File: config.mk
export PLATFORM = sky130hd
export DESIGN_NAME = pl_key_debounce_flat
export DESIGN_NICKNAME = d
export VERILOG_FILES = /design/src/rtl/pl_key_pkg.sv /design/src/rtl/pl_key_debounce_if.sv /design/src/rtl/pl_key_filter.sv /design/src/rtl/pl_key_debounce.sv /design/src/flat_wrapper.sv
export SDC_FILE = /design/constraint.sdc
export NUM_CORES = 1
export LEC_CHECK = 0
export ABC_AREA = 1
export BUFFER_PORTS_ARGS = -buffer_cell sky130_fd_sc_hd__buf_2
export CORE_UTILIZATION = 43
export CTS_CLUSTER_DIAMETER = 80
export CTS_CLUSTER_SIZE = 40
export DETAILED_ROUTE_END_ITERATION = 6
export HOLD_SLACK_MARGIN = 0.1
export PLACE_DENSITY = 0.63
export SLEW_MARGIN = 10
export SYNTH_ARGS = -nofsm -noshare
export SYNTH_HDL_FRONTEND = slang
export SYNTH_HIERARCHICAL = 1
export SYNTH_SLANG_ARGS = --single-unit
File: constraint.sdc
create_clock -name clk -period 1.6 [get_ports clk]
set_input_delay 0.32 -clock clk [delete_from_list [all_inputs] [get_ports clk]]
set_output_delay 0.32 -clock clk [all_outputs]
set_load 0.005 [all_outputs]
File: src/rtl/pl_key_pkg.sv
// Shared types and helpers for the PL push-button debouncer.
package pl_key_pkg;

    typedef enum logic [1:0] {
        IDLE        = 2'd0,
        PRESS_CHK   = 2'd1,
        PRESSED     = 2'd2,
        RELEASE_CHK = 2'd3
    } key_state_e;

    // Idle level of an active-low key pin: released.
    localparam logic SYNC_RST_VAL = 1'b1;

    function automatic int unsigned ms_to_cycles(input int unsigned clk_hz,
                                                 input int unsigned ms);
        return clk_hz / 1000 * ms;
    endfunction

endpackage

File: src/rtl/pl_key_debounce_if.sv
// Key pin / debounced event bundle between the board pins and PL control logic.
interface pl_key_debounce_if #(
    parameter int unsigned NUM_KEYS = 4
);
    logic [NUM_KEYS-1:0] key_n;
    logic [NUM_KEYS-1:0] key_state;
    logic [NUM_KEYS-1:0] key_press;
    logic [NUM_KEYS-1:0] key_release;
    logic [NUM_KEYS-1:0] key_long;

    modport master (
        output key_n,
        input  key_state,
        input  key_press,
        input  key_release,
        input  key_long
    );

    modport slave (
        input  key_n,
        output key_state,
        output key_press,
        output key_release,
        output key_long
    );
endinterface

File: src/rtl/pl_key_filter.sv
// Single-key synchronizer + debounce FSM; optional hold counter under
// PL_KEY_LONG_PRESS_EN for the long-press strobe.
module pl_key_filter
    import pl_key_pkg::*;
#(
    parameter int unsigned CLK_FREQ_HZ   = 50_000_000,
    parameter int unsigned DEBOUNCE_MS   = 20,
    parameter int unsigned LONG_PRESS_MS = 1000
) (
    input  logic clk,
    input  logic rst_n,
    input  logic key_n,
    output logic key_state,
    output logic key_press,
    output logic key_release,
    output logic key_long
);

    localparam int unsigned DEB_CYC  = ms_to_cycles(CLK_FREQ_HZ, DEBOUNCE_MS);
    localparam int unsigned LONG_CYC = ms_to_cycles(CLK_FREQ_HZ, LONG_PRESS_MS);
    localparam int unsigned CNT_W    = $clog2(DEB_CYC + 1);
    localparam logic [CNT_W-1:0] CNT_LAST = CNT_W'(DEB_CYC - 1);

    if (DEB_CYC < 2 || LONG_CYC < 1) begin : g_cfg_err
        $error("pl_key_filter: DEB_CYC must be >= 2 and LONG_CYC >= 1");
    end

    logic             sync_q1;
    logic             sync_n;
    key_state_e       state;
    logic [CNT_W-1:0] cnt;
    logic             press_hit;
    logic             release_hit;

    // Two-flop synchronizer for the asynchronous pin.
    always_ff @(posedge clk or negedge rst_n) begin
        if (!rst_n) begin
            sync_q1 <= SYNC_RST_VAL;
            sync_n  <= SYNC_RST_VAL;
        end else begin
            sync_q1 <= key_n;
            sync_n  <= sync_q1;
        end
    end

    assign press_hit   = (state == PRESS_CHK)   && !sync_n && (cnt == CNT_LAST);
    assign release_hit = (state == RELEASE_CHK) &&  sync_n && (cnt == CNT_LAST);

    always_ff @(posedge clk or negedge rst_n) begin
        if (!rst_n) begin
            state       <= IDLE;
            cnt         <= '0;
            key_state   <= 1'b0;
            key_press   <= 1'b0;
            key_release <= 1'b0;
        end else begin
            key_press   <= 1'b0;
            key_release <= 1'b0;
            case (state)
                IDLE: begin
                    if (!sync_n) begin
                        state <= PRESS_CHK;
                        cnt   <= '0;
                    end
                end
                PRESS_CHK: begin
                    if (sync_n) begin
                        state <= IDLE;
                        cnt   <= '0;
                    end else if (press_hit) begin
                        state     <= PRESSED;
                        cnt       <= '0;
                        key_press <= 1'b1;
                        key_state <= 1'b1;
                    end else begin
                        cnt <= cnt + CNT_W'(1);
                    end
                end
                PRESSED: begin
                    if (sync_n) begin
                        state <= RELEASE_CHK;
                        cnt   <= '0;
                    end
                end
                RELEASE_CHK: begin
                    if (!sync_n) begin
                        state <= PRESSED;
                        cnt   <= '0;
                    end else if (release_hit) begin
                        state       <= IDLE;
                        cnt         <= '0;
                        key_release <= 1'b1;
                        key_state   <= 1'b0;
                    end else begin
                        cnt <= cnt + CNT_W'(1);
                    end
                end
                default: begin
                    state <= IDLE;
                    cnt   <= '0;
                end
            endcase
        end
    end

`ifdef PL_KEY_LONG_PRESS_EN
    localparam int unsigned HOLD_W = $clog2(LONG_CYC + 1);
    localparam logic [HOLD_W-1:0] HOLD_MAX = HOLD_W'(LONG_CYC);

    logic [HOLD_W-1:0] hold_cnt;

    // Hold time survives release glitches; saturation gives one pulse per press.
    always_ff @(posedge clk or negedge rst_n) begin
        if (!rst_n) begin
            hold_cnt <= '0;
            key_long <= 1'b0;
        end else begin
            key_long <= 1'b0;
            if (press_hit || release_hit) begin
                hold_cnt <= '0;
            end else if ((state == PRESSED || state == RELEASE_CHK) && hold_cnt != HOLD_MAX) begin
                hold_cnt <= hold_cnt + HOLD_W'(1);
                key_long <= (hold_cnt == HOLD_MAX - HOLD_W'(1));
            end
        end
    end
`else
    assign key_long = 1'b0;
`endif

endmodule

File: src/rtl/pl_key_debounce.sv
// PL push-button debouncer: NUM_KEYS independent filters with press/release
// strobes; long-press strobe built only with PL_KEY_LONG_PRESS_EN.
module pl_key_debounce
    import pl_key_pkg::*;
#(
    parameter int unsigned CLK_FREQ_HZ   = 50_000_000,
    parameter int unsigned NUM_KEYS      = 4,
    parameter int unsigned DEBOUNCE_MS   = 20,
    parameter int unsigned LONG_PRESS_MS = 1000
) (
    input  logic                    clk,
    input  logic                    rst_n,
    pl_key_debounce_if.slave        keys
);

    logic [NUM_KEYS-1:0] state_v;
    logic [NUM_KEYS-1:0] press_v;
    logic [NUM_KEYS-1:0] release_v;
    logic [NUM_KEYS-1:0] long_v;

    for (genvar i = 0; i < int'(NUM_KEYS); i++) begin : g_key
        pl_key_filter #(
            .CLK_FREQ_HZ   (CLK_FREQ_HZ),
            .DEBOUNCE_MS   (DEBOUNCE_MS),
            .LONG_PRESS_MS (LONG_PRESS_MS)
        ) u_filter (
            .clk         (clk),
            .rst_n       (rst_n),
            .key_n       (keys.key_n[i]),
            .key_state   (state_v[i]),
            .key_press   (press_v[i]),
            .key_release (release_v[i]),
            .key_long    (long_v[i])
        );
    end

    assign keys.key_state   = state_v;
    assign keys.key_press   = press_v;
    assign keys.key_release = release_v;
    assign keys.key_long    = long_v;

endmodule

File: src/flat_wrapper.sv
// flat-port wrapper written by rule: the top's interface ports become plain ports
module pl_key_debounce_flat import pl_key_pkg::*;
#(
    parameter int unsigned CLK_FREQ_HZ   = 50_000_000,
    parameter int unsigned NUM_KEYS      = 4,
    parameter int unsigned DEBOUNCE_MS   = 20,
    parameter int unsigned LONG_PRESS_MS = 1000
)
  (clk, rst_n, keys_key_n, keys_key_state, keys_key_press, keys_key_release, keys_key_long);
  pl_key_debounce_if #(.NUM_KEYS(NUM_KEYS)) keys_i ();
  input  logic clk;
  input  logic rst_n;
  input wire logic [$bits(keys_i.key_n)-1:0] keys_key_n;
  output wire logic [$bits(keys_i.key_state)-1:0] keys_key_state;
  output wire logic [$bits(keys_i.key_press)-1:0] keys_key_press;
  output wire logic [$bits(keys_i.key_release)-1:0] keys_key_release;
  output wire logic [$bits(keys_i.key_long)-1:0] keys_key_long;
  assign keys_i.key_n = keys_key_n;
  assign keys_key_state = keys_i.key_state;
  assign keys_key_press = keys_i.key_press;
  assign keys_key_release = keys_i.key_release;
  assign keys_key_long = keys_i.key_long;
  pl_key_debounce #(.CLK_FREQ_HZ(CLK_FREQ_HZ), .NUM_KEYS(NUM_KEYS), .DEBOUNCE_MS(DEBOUNCE_MS), .LONG_PRESS_MS(LONG_PRESS_MS)) u_core (.clk(clk), .rst_n(rst_n), .keys(keys_i));
endmodule
==> results of run 1 <==
worst max-delay path, stage by stage, from the launching register on:
cell and delay (ps):
dfrtp_1 420, ha_4 180, nand3_4 100, nor2_4 240, nand3_2 130, nor2_4 190, nor2_4 90, nand3_2 80
nand2_1 50
cells by family after synthesis:
group | Yosys count | share of synthesized area
AO/OA/AOI/OAI | 95 | 0.0857
buffers and inverters | 108 | 0.0757
adder cells (fa/ha/maj) | 4 | 0.00779
XOR/XNOR | 17 | 0.0232
other | 4 | 0.00234
flip-flops | 108 | 0.422
AND/OR/NAND/NOR | 544 | 0.383
worst min-delay path by stage:
stage | cells after the start | slack [ps] | endpoint | start
after detailed placement | 1 | 250 | u_core/g_key[0].u_filter/cnt[18] | rst_n
after floorplan | 0 | 20 | asynchronous set/reset pin | rst_n
after global routing | 0 | 360 | u_core/g_key[1].u_filter/sync_n | u_core/g_key[1].u_filter/sync_q1
final | 0 | 360 | u_core/g_key[1].u_filter/sync_n | u_core/g_key[1].u_filter/sync_q1
after CTS | 0 | 360 | u_core/g_key[1].u_filter/sync_n | u_core/g_key[1].u_filter/sync_q1
after global placement | 1 | 250 | u_core/g_key[0].u_filter/cnt[18] | rst_n
area by class of cell:
cell class,instances,share of cell area
multi-input combinational,667,0.457
sequential,108,0.354
timing repair buffer,73,0.0769
inverter,89,0.0435
tap,184,0.0300
clock buffer,9,0.0293
clock inverter,7,0.00962
timing repair:
| item | in CTS | in global routing |
|---|---|---|
| resized for setup | 4 | 56 |
| hold buffers | 5 | 0 |
| gates cloned | 0 | 3 |
| buffers inserted | 0 | 9 |
| pin swaps | 0 | 23 |
| endpoints found under the hold margin | 20 | 0 |
| setup endpoints to repair | 14 | 76 |
layer usage:
layer  wire [um]  track usage  up-vias  share of wire
met5           0            0        -              0
met4         171       0.0524        0          0.012
met3         529       0.0470       14          0.036
met2        6620        0.303       95           0.46
met1        7170        0.268     2692           0.49
li1            -            -     2953              -
registers in the layout, summed over array words and instances (netlist names), named ones only:
signal,count
u_core/g_key.u_filter/cnt,80
u_core/g_key.u_filter/key_press,4
u_core/g_key.u_filter/key_release,4
u_core/g_key.u_filter/key_state,4
u_core/g_key.u_filter/state,4
u_core/g_key.u_filter/sync_n,4
u_core/g_key.u_filter/sync_q1,4
power breakdown:
group          switching, uW  internal, uW
Sequential               226          2940
Clock                   1060          1230
Combinational           1360           812
metrics by stage:
step | cells | TNS, ps | area, sq um
final | 1137 | 0 | 7680
after global routing | 1137 | -1080 | 7680
after global placement | 1104 | -1690 | 6970
after floorplan | 880 | 0 | 6430
after CTS | 1125 | 0 | 7330
after detailed placement | 1104 | -2320 | 6970
Yosys cell counts (all sizes together), types with 7 or more instances:
cell type,number
a21oi,11
buf,18
dfrtp,100
dfstp,8
inv,89
nand2,301
nand3,73
nand4,23
nor2,136
nor3,7
o21ai,49
o21bai,11
o22ai,20
xor2,13
==> flow_summary.json, run 1 <==
{
  "syn_area_sq_um": 6430,
  "fin_util": 0.528,
  "diodes": 0,
  "die_h_um": 124,
  "gr-total-overflow": 0,
  "nFillCells": 1430,
  "synth.yosys.seq_area_share": 0.422,
  "status": "complete, no violations",
  "routed_via_density": 5.06,
  "cellLeakagePower_uw": 0.00326,
  "path_max_fanout": 8,
  "multiInputGateArea_sq_um": 3510,
  "finClkSkew_ps": 7.67,
  "grt_start_max_net_pins": 34,
  "final.min_clock_period_ps": 1590,
  "root_buffer": "clkbuf_16",
  "synth_edf_count": 0,
  "clkTransAtPathRegs_ps": 70,
  "critPathKind": "reg2reg",
  "ir_worst_vdd_v": 0.000701,
  "synth-main-ff-cell": "dfrtp_1",
  "drtPass1Iterations": 5,
  "setup_ws_ps": 11.1,
  "async_flop_share": 1.00,
  "end_kind": "flip-flop",
  "dp_hpwl_mm": 10.2,
  "vias": 5754,
  "seqCellArea_sq_um": 2720,
  "fmax_ghz": 0.629,
  "timing.rr.start": "u_core/g_key[2].u_filter/cnt[1]",
  "grt_pass1_vias": 5266,
  "io_pins": 22,
  "startpoint": "u_core/g_key[2].u_filter/cnt[1]",
  "cts_tree": "done",
  "synth_top_area_cell": "dfrtp_1",
  "final_common_cell": "nand2_1",
  "rows": 44,
  "yosys_warnings": 6,
  "rsz0062_at_grt": "true",
  "ant_nets": 0,
  "coreArea_sq_um": 14500,
  "drv_slew": 0,
  "io_buffers": 17,
  "final_nets": 958,
  "finalCritPeriodShare": 0.993,
  "final_hold_viol_count": 0,
  "wl_per_cell_um": 12.7,
  "synth_seq_cells": 108,
  "reg2reg_depth": 8,
  "holdWs_ps": 357,
  "drt_iter0_markers": 396,
  "syn_to_final_growth_pct": 19.5,
  "power.density_nw_per_um2": 994,
  "dieArea_sq_um": 15400,
  "start_util": 0.442,
  "synth.top_cells.by_area": "dfrtp_1, nand2_1, nor2_1, inv_1, nand3_1",
  "insertion_delay_ps": 360,
  "regToRegEndpoint": "u_core/g_key[2].u_filter/cnt[17]",
  "fp.dieW_um": 124,
  "syn_nets": 890,
  "hp-class": "reg2reg",
  "grt_pass1_wl_mm": 24.6,
  "syn_inst": 880,
  "antenna_found_initial": 0,
  "routed_wl_mm": 14.5,
  "preCtsSetupSlack_ps": -234,
  "cts_made_buffers": 9,
  "place_congestion": 0.870,
  "globalRouteTotalUtil": 0.194,
  "setup_viol": 0,
  "synth_top_cell_area_share": 0.389,
  "cap_violations": 0,
  "synth.distinct_cells": 34,
  "mostFrequentLayoutCells": "nand2_1, nor2_1, dfrtp_1",
  "drive_gt1_frac": 0.207,
  "worstPathArrival_ps": 1840,
  "r2r_slack_ps": 10,
  "crit_path_start_kind": "flip-flop",
  "cts.sinks": 108,
  "required_ps": 1850,
  "endpoint": "u_core/g_key[2].u_filter/cnt[17]",
  "h-tree-depth": 3,
  "drcViolationCount": 0,
  "total_power_uw": 7630,
  "clk_path_buf_depth": 2,
  "syn_avg_cell_area_sq_um": 7.30
}
No activity file was read; power rests on OpenSTA's default activity.
==> inputs of run 2 (changes only) <==
--- a/config.mk
+++ b/config.mk
@@ -7,13 +7,13 @@
 export LEC_CHECK = 0
 export ABC_AREA = 1
 export BUFFER_PORTS_ARGS = -buffer_cell sky130_fd_sc_hd__buf_2
-export CORE_UTILIZATION = 43
+export CORE_UTILIZATION = 50
 export CTS_CLUSTER_DIAMETER = 80
 export CTS_CLUSTER_SIZE = 40
 export DETAILED_ROUTE_END_ITERATION = 6
 export HOLD_SLACK_MARGIN = 0.1
-export PLACE_DENSITY = 0.63
-export SLEW_MARGIN = 10
+export MAX_ROUTING_LAYER = met4
+export PLACE_DENSITY = 0.71
 export SYNTH_ARGS = -nofsm -noshare
 export SYNTH_HDL_FRONTEND = slang
 export SYNTH_HIERARCHICAL = 1
==> run 2 against run 1 <==
Non-clock buffer count grew 7. Register-to-register slack gained 20 ps. Sequential power is essentially flat. Largest power group unchanged. Highest routed layer unchanged.
==> flow_summary.json, run 2 (same netlist as run 1, synthesis figures left out) <==
{
  "fin_setup_tns_ps": 0,
  "switching_share": 0.338,
  "cts.sinks": 108,
  "insertion_delay_ps": 360,
  "vias": 5750,
  "ir_worst_vdd_v": 0.000866,
  "worstPathArrival_ps": 1820,
  "critPathBufInv": 1,
  "cts_tree": "done",
  "final_hold_viol_count": 0,
  "grt_pass1_vias": 5072,
  "drtPass1Iterations": 5,
  "drv_slew": 0,
  "largest_reg_flops": 80,
  "start_util": 0.511,
  "io_pins": 22,
  "finClkSkew_ps": 4.61,
  "cpMostUsedCell": "nor2_4",
  "nFillCells": 1124,
  "largest-register": "u_core/g_key.u_filter/cnt",
  "clkTransAtPathRegs_ps": 70,
  "power_frac_clock": 0.302,
  "grt_start_max_net_pins": 75,
  "critPathKind": "reg2reg",
  "fmax_ghz": 0.637,
  "die_h_um": 115,
  "drcViolationCount": 0,
  "cts_made_buffers": 9,
  "drive_gt1_frac": 0.197,
  "power.density_nw_per_um2": 1020,
  "path_delay_family": "simple AND/OR/NAND/NOR gates",
  "cap_violations": 0,
  "h-tree-depth": 3,
  "root_buffer": "clkbuf_16",
  "wl_per_cell_um": 12.7,
  "p_seq_frac": 0.410,
  "path_max_fanout": 8,
  "required_ps": 1850,
  "p_int_uw": 5150,
  "dieArea_sq_um": 13300,
  "final_common_cell": "nand2_1",
  "setup_ws_ps": 30.7,
  "rsz0062_at_grt": "true",
  "fin_area_sq_um": 7640,
  "syn_to_final_growth_pct": 18.9,
  "globalRouteTotalUtil": 0.228,
  "drt_iter0_markers": 438,
  "fp.dieW_um": 115,
  "rows": 41,
  "coreArea_sq_um": 12600,
  "final_nets": 963,
  "diodes": 0,
  "ant_nets": 0,
  "mostFrequentLayoutCells": "nand2_1, nor2_1, dfrtp_1",
  "antenna_found_initial": 0,
  "final.min_clock_period_ps": 1570,
  "routed_wl_mm": 14.3,
  "clk_path_buf_depth": 2,
  "preCtsSetupSlack_ps": -204,
  "path_cells": "ha_4 -> nand3_4 -> nor2_4 -> nand3_2 -> nor2_4 -> nor2_4 -> buf_12 -> nand3_2 -> nand2_1",
  "crit_slowest_cell": "dfrtp_1",
  "gr-total-overflow": 0,
  "end_kind": "flip-flop",
  "max_stage_delay_ps": 410,
  "routed_via_density": 5.09,
  "grt_pass1_wl_mm": 23.3,
  "power.switching_uw": 2620,
  "place_congestion": 0.919,
  "status": "complete, no violations",
  "cellLeakagePower_uw": 0.00329,
  "p_comb_frac": 0.288,
  "stdcell_count": 1130,
  "io_buffers": 17,
  "dp_hpwl_mm": 9.75,
  "setup_viol": 0,
  "finalCritPeriodShare": 0.981,
  "hp-class": "reg2reg",
  "dpl_cell_area_sq_um": 6900,
  "crit_path_start_kind": "flip-flop",
  "dp_cells": 1091
}
==> run 2: worst register-to-register path: stages, from the launching register on <==
cell	delay, ps
dfrtp_1	410
ha_4	170
nand3_4	100
nor2_4	220
nand3_2	120
nor2_4	130
nor2_4	60
buf_12	140
nand3_2	60
nand2_1	50
==> run 2: layout make-up <==
| cell class | count | area [sq um] | area share |
|---|---|---|---|
| flip-flops and latches | 108 | 2710 | 0.355 |
| multi-input cells | 665 | 3450 | 0.451 |
| well taps | 172 | 215 | 0.0282 |
| repair buffers | 80 | 621 | 0.0812 |
| inverters | 89 | 334 | 0.0437 |
| clock inverters | 3 | 43.8 | 0.00573 |
| clock buffers | 13 | 270 | 0.0354 |
==> run 2: path summary, 6_finish.rpt <==
| path | end | startpoint | slack, ps | cells past startpoint |
|---|---|---|---|---|
| worst max-delay path | u_core/g_key[2].u_filter/cnt[9] | u_core/g_key[2].u_filter/cnt[1] | 30 | 9 |
| worst min-delay path | u_core/g_key[3].u_filter/sync_n | u_core/g_key[3].u_filter/sync_q1 | 360 | 0 |
| worst max register to register | u_core/g_key[2].u_filter/cnt[9] | u_core/g_key[2].u_filter/cnt[1] | 30 | 9 |
| worst min register to register | u_core/g_key[3].u_filter/sync_n | u_core/g_key[3].u_filter/sync_q1 | 360 | 0 |
| max in group asynchronous | u_core/g_key[3].u_filter/cnt[19] | rst_n | 720 | 3 |
| min in group asynchronous | u_core/g_key[2].u_filter/cnt[14] | rst_n | 530 | 3 |
==> run 2: timing repair <==
action | in CTS | in global routing
setup buffers | 0 | 17
gates cloned | 0 | 1
setup endpoints to repair | 14 | 56
hold buffers | 5 | 0
hold endpoints to repair | 104 | 0
gates resized for setup | 4 | 49
pin swaps | 0 | 18
==> run 2: metrics by stage <==
stage	util	total power, uW	hold slack (ps)
3_5_place_dp	0.549	5050	348
2_1_floorplan	-	4400	24.4
6_report	0.608	7770	356
5_1_grt	0.608	8190	363
4_1_cts	0.579	7480	358
3_3_place_gp	0.549	5020	346
==> run 2: power by group through the flow <==
stage | Sequential, uW | Clock [uW] | Combinational [uW]
final | 3180 | 2350 | 2240
after global routing | 3210 | 2520 | 2470
after CTS | 3140 | 2430 | 1910
after detailed placement | 3190 | 0 | 1860
after global placement | 3180 | 0 | 1840
after floorplan | 3180 | 0 | 1220
==> run 2: per-layer routing <==
layer	routed length [um]	up-vias	global-route usage	part of all wire
met5	0	-	-	0
met1	7000	2619	0.303	0.49
li1	-	2965	-	-
met4	268	0	0.0511	0.019
met3	602	24	0.0548	0.042
met2	6440	142	0.353	0.45
==> inputs of run 3 (changes only) <==
--- a/config.mk
+++ b/config.mk
@@ -16,5 +16,4 @@
 export PLACE_DENSITY = 0.71
 export SYNTH_ARGS = -nofsm -noshare
 export SYNTH_HDL_FRONTEND = slang
-export SYNTH_HIERARCHICAL = 1
 export SYNTH_SLANG_ARGS = --single-unit
==> run 3 against run 2 <==
Via count shrank 2.6%. Hold slack gained 0.54 ps. Clock power shrank 5%. Flip-flop and latch count is the same. Highest routed layer unchanged. Synthesized cell count shrank 5.7%. The flow now finishes with violations (DRC). Critical endpoint is now u_core.g_key[2].u_filter.cnt[15].
==> flow_summary.json, run 3 <==
{
  "die_h_um": 112,
  "min_to": "u_core.g_key[3].u_filter.sync_n",
  "relSlewSlack": 0.663,
  "start_util": 0.520,
  "top_layer": "met4",
  "final_common_cell": "nand2_1",
  "largest-register": "u_core.g_key.u_filter.cnt",
  "synth_common_cells": "nand2_1, dfrtp_1, inv_1",
  "reg2reg_depth": 8,
  "gr-total-overflow": 0,
  "synth_top_area_cell": "dfrtp_1",
  "preCtsSetupSlack_ps": -25.8,
  "stdcell_count": 1033,
  "ir_worst_vdd_v": 0.00118,
  "setup_ws_ps": 72.2,
  "violations": "DRC",
  "worst_slew_pin_slew_ps": 505,
  "globalRouteTotalUtil": 0.234,
  "root_buffer": "clkbuf_16",
  "synth_edf_count": 0,
  "antenna_found_initial": 0,
  "r2r_slack_ps": 70,
  "end_kind": "flip-flop",
  "rows": 39,
  "finClkSkew_ps": 8.42,
  "syn_to_final_growth_pct": 16.4,
  "fin_util": 0.606,
  "fin_setup_tns_ps": 0,
  "dp_hpwl_mm": 9.56,
  "required_ps": 1850,
  "syn_avg_cell_area_sq_um": 7.28,
  "path_cells": "buf_4 -> nand3_1 -> nor2_2 -> nand2_1 -> nor2_2 -> nand2_1 -> nand3_1 -> nand2_1",
  "regToRegEndpoint": "u_core.g_key[2].u_filter.cnt[15]",
  "cellLeakagePower_uw": 0.00314,
  "rsz0062_at_grt": "true",
  "drt-met1-wl_mm": 6.30,
  "cts_tree": "done",
  "mostFrequentLayoutCells": "nand2_1, dfrtp_1, inv_1",
  "drv_slew": 0,
  "syn_area_sq_um": 6040,
  "drt_iter0_markers": 472,
  "status": "complete, but fails checks",
  "wl_per_cell_um": 13.2,
  "total_power_uw": 7390,
  "insertion_delay_ps": 360,
  "cts_made_buffers": 9,
  "crit_path_start_kind": "flip-flop",
  "finalCritPeriodShare": 0.955,
  "synth.distinct_cells": 36,
  "io_buffers": 17,
  "h-tree-depth": 3,
  "wl_met3_um": 590,
  "final_hold_viol_count": 0,
  "nFillCells": 1012,
  "synth_top_cell_area_share": 0.414,
  "dieArea_sq_um": 12500,
  "timing.rr.start": "u_core.g_key[2].u_filter.cnt[1]",
  "worstPathArrival_ps": 1770,
  "holdPathStages": 0,
  "routed_wl_mm": 13.6,
  "dp_cells": 1002,
  "synthMostInstantiatedCell": "nand2_1",
  "diodes": 0,
  "largest_reg_flops": 80,
  "fp.dieW_um": 112,
  "setup_viol": 0,
  "routed_via_density": 5.42,
  "critPathKind": "reg2reg",
  "holdCritStartpoint": "u_core.g_key[3].u_filter.sync_q1",
  "grt_pass1_wl_mm": 23.3,
  "cts.sinks": 108,
  "clk_path_buf_depth": 2,
  "synth.yosys.seq_area_share": 0.449,
  "grt_pass1_vias": 5234,
  "path_max_fanout": 4,
  "ant_nets": 0,
  "yosys_warnings": 0,
  "async_flop_share": 1.00,
  "synth_seq_cells": 108,
  "final.min_clock_period_ps": 1530,
  "cpMostUsedCell": "nand2_1",
  "synth-main-ff-cell": "dfrtp_1",
  "drive_gt1_frac": 0.166,
  "final_nets": 895,
  "coreArea_sq_um": 11600,
  "syn_inst": 830,
  "vias": 5601,
  "io_pins": 22,
  "crit_slowest_cell": "dfrtp_1",
  "clkTransAtPathRegs_ps": 70,
  "synth.top_cells.by_area": "dfrtp_1, nand2_1, inv_1, nand3_1, nor2_1",
  "drtPass1Iterations": 7,
  "grt_start_max_net_pins": 69,
  "power.density_nw_per_um2": 1050,
  "hp-class": "reg2reg",
  "max_stage_delay_ps": 400,
  "fmax_ghz": 0.655,
  "met2_length_mm": 6.51,
  "cap_violations": 0,
  "place_congestion": 0.951,
  "drcViolationCount": 1
}
==> run 3: worst max path at each step <==
stage	start	end	slack, ps	cells after the start
finish	u_core.g_key[2].u_filter.cnt[1]	u_core.g_key[2].u_filter.cnt[15]	70	8
global route	u_core.g_key[0].u_filter.cnt[0]	flip-flop	-60	11
CTS	u_core.g_key[1].u_filter.cnt[1]	u_core.g_key[1].u_filter.key_state	4	9
detailed placement	u_core.g_key[1].u_filter.cnt[1]	u_core.g_key[1].u_filter.cnt[19]	-30	10
global placement	u_core.g_key[2].u_filter.cnt[1]	u_core.g_key[2].u_filter.cnt[10]	50	8
floorplan	u_core.g_key[1].u_filter.cnt[0]	u_core.g_key[1].u_filter.cnt[10]	90	9
==> run 3: kinds of logic after synthesis <==
logic type / after synthesis / share of synthesized area
xor+xnor: 15 / 0.0217
buf+inv: 129 / 0.0944
fa+ha+maj: 4 / 0.00828
simple gates: 472 / 0.333
flops: 108 / 0.449
other cells: 1 / 0.000620
compound gates: 101 / 0.0931
==> run 3: layout make-up <==
| type | count | area, sq um | area share |
|---|---|---|---|
| Clock buffer | 9 | 225 | 0.0320 |
| Sequential cell | 108 | 2720 | 0.386 |
| Clock inverter | 7 | 73.8 | 0.0105 |
| Tap cell | 143 | 179 | 0.0254 |
| Inverter | 101 | 388 | 0.0551 |
| Timing Repair Buffer | 68 | 510 | 0.0725 |
| Multi-Input combinational cell | 597 | 2940 | 0.418 |
==> run 3: timing repair <==
action | 4_1_cts | 5_1_grt
endpoints found under the setup margin | 10 | 89
pin swaps | 3 | 7
endpoints found under the hold margin | 104 | 0
gates resized for setup | 3 | 62
buffers inserted | 3 | 6
hold buffers | 5 | 0
gates cloned | 1 | 0
==> run 3: metrics by stage <==
stage	instance area, sq um	hold WS [ps]
after detailed placement	6420	347
after CTS	6800	358
after global routing	7040	360
final	7040	357
after floorplan	6060	24.4
after global placement	6420	346
==> run 3: worst max-delay path: cells and delay by family, from the launching register on <==
| family | cells | cell delay [ps] |
|---|---|---|
| simple gates | 7 | 890 |
| flops | 1 | 400 |
| buf+inv | 1 | 130 |
==> run 3: where the power goes <==
| part | switching [uW] | internal, uW | leakage (uW) |
|---|---|---|---|
| sequential | 216 | 2940 | 0.00146 |
| clock | 1020 | 1220 | 0.000146 |
| combinational | 1250 | 741 | 0.00154 |
| total | 2480 | 4910 | 0.00314 |
==> run 3: per-layer routing <==
metal | up-vias | track usage
li1 | 2772 | -
met1 | 2636 | 0.294
met2 | 164 | 0.371
met3 | 29 | 0.0539
met4 | 0 | 0.0844
met5 | - | -
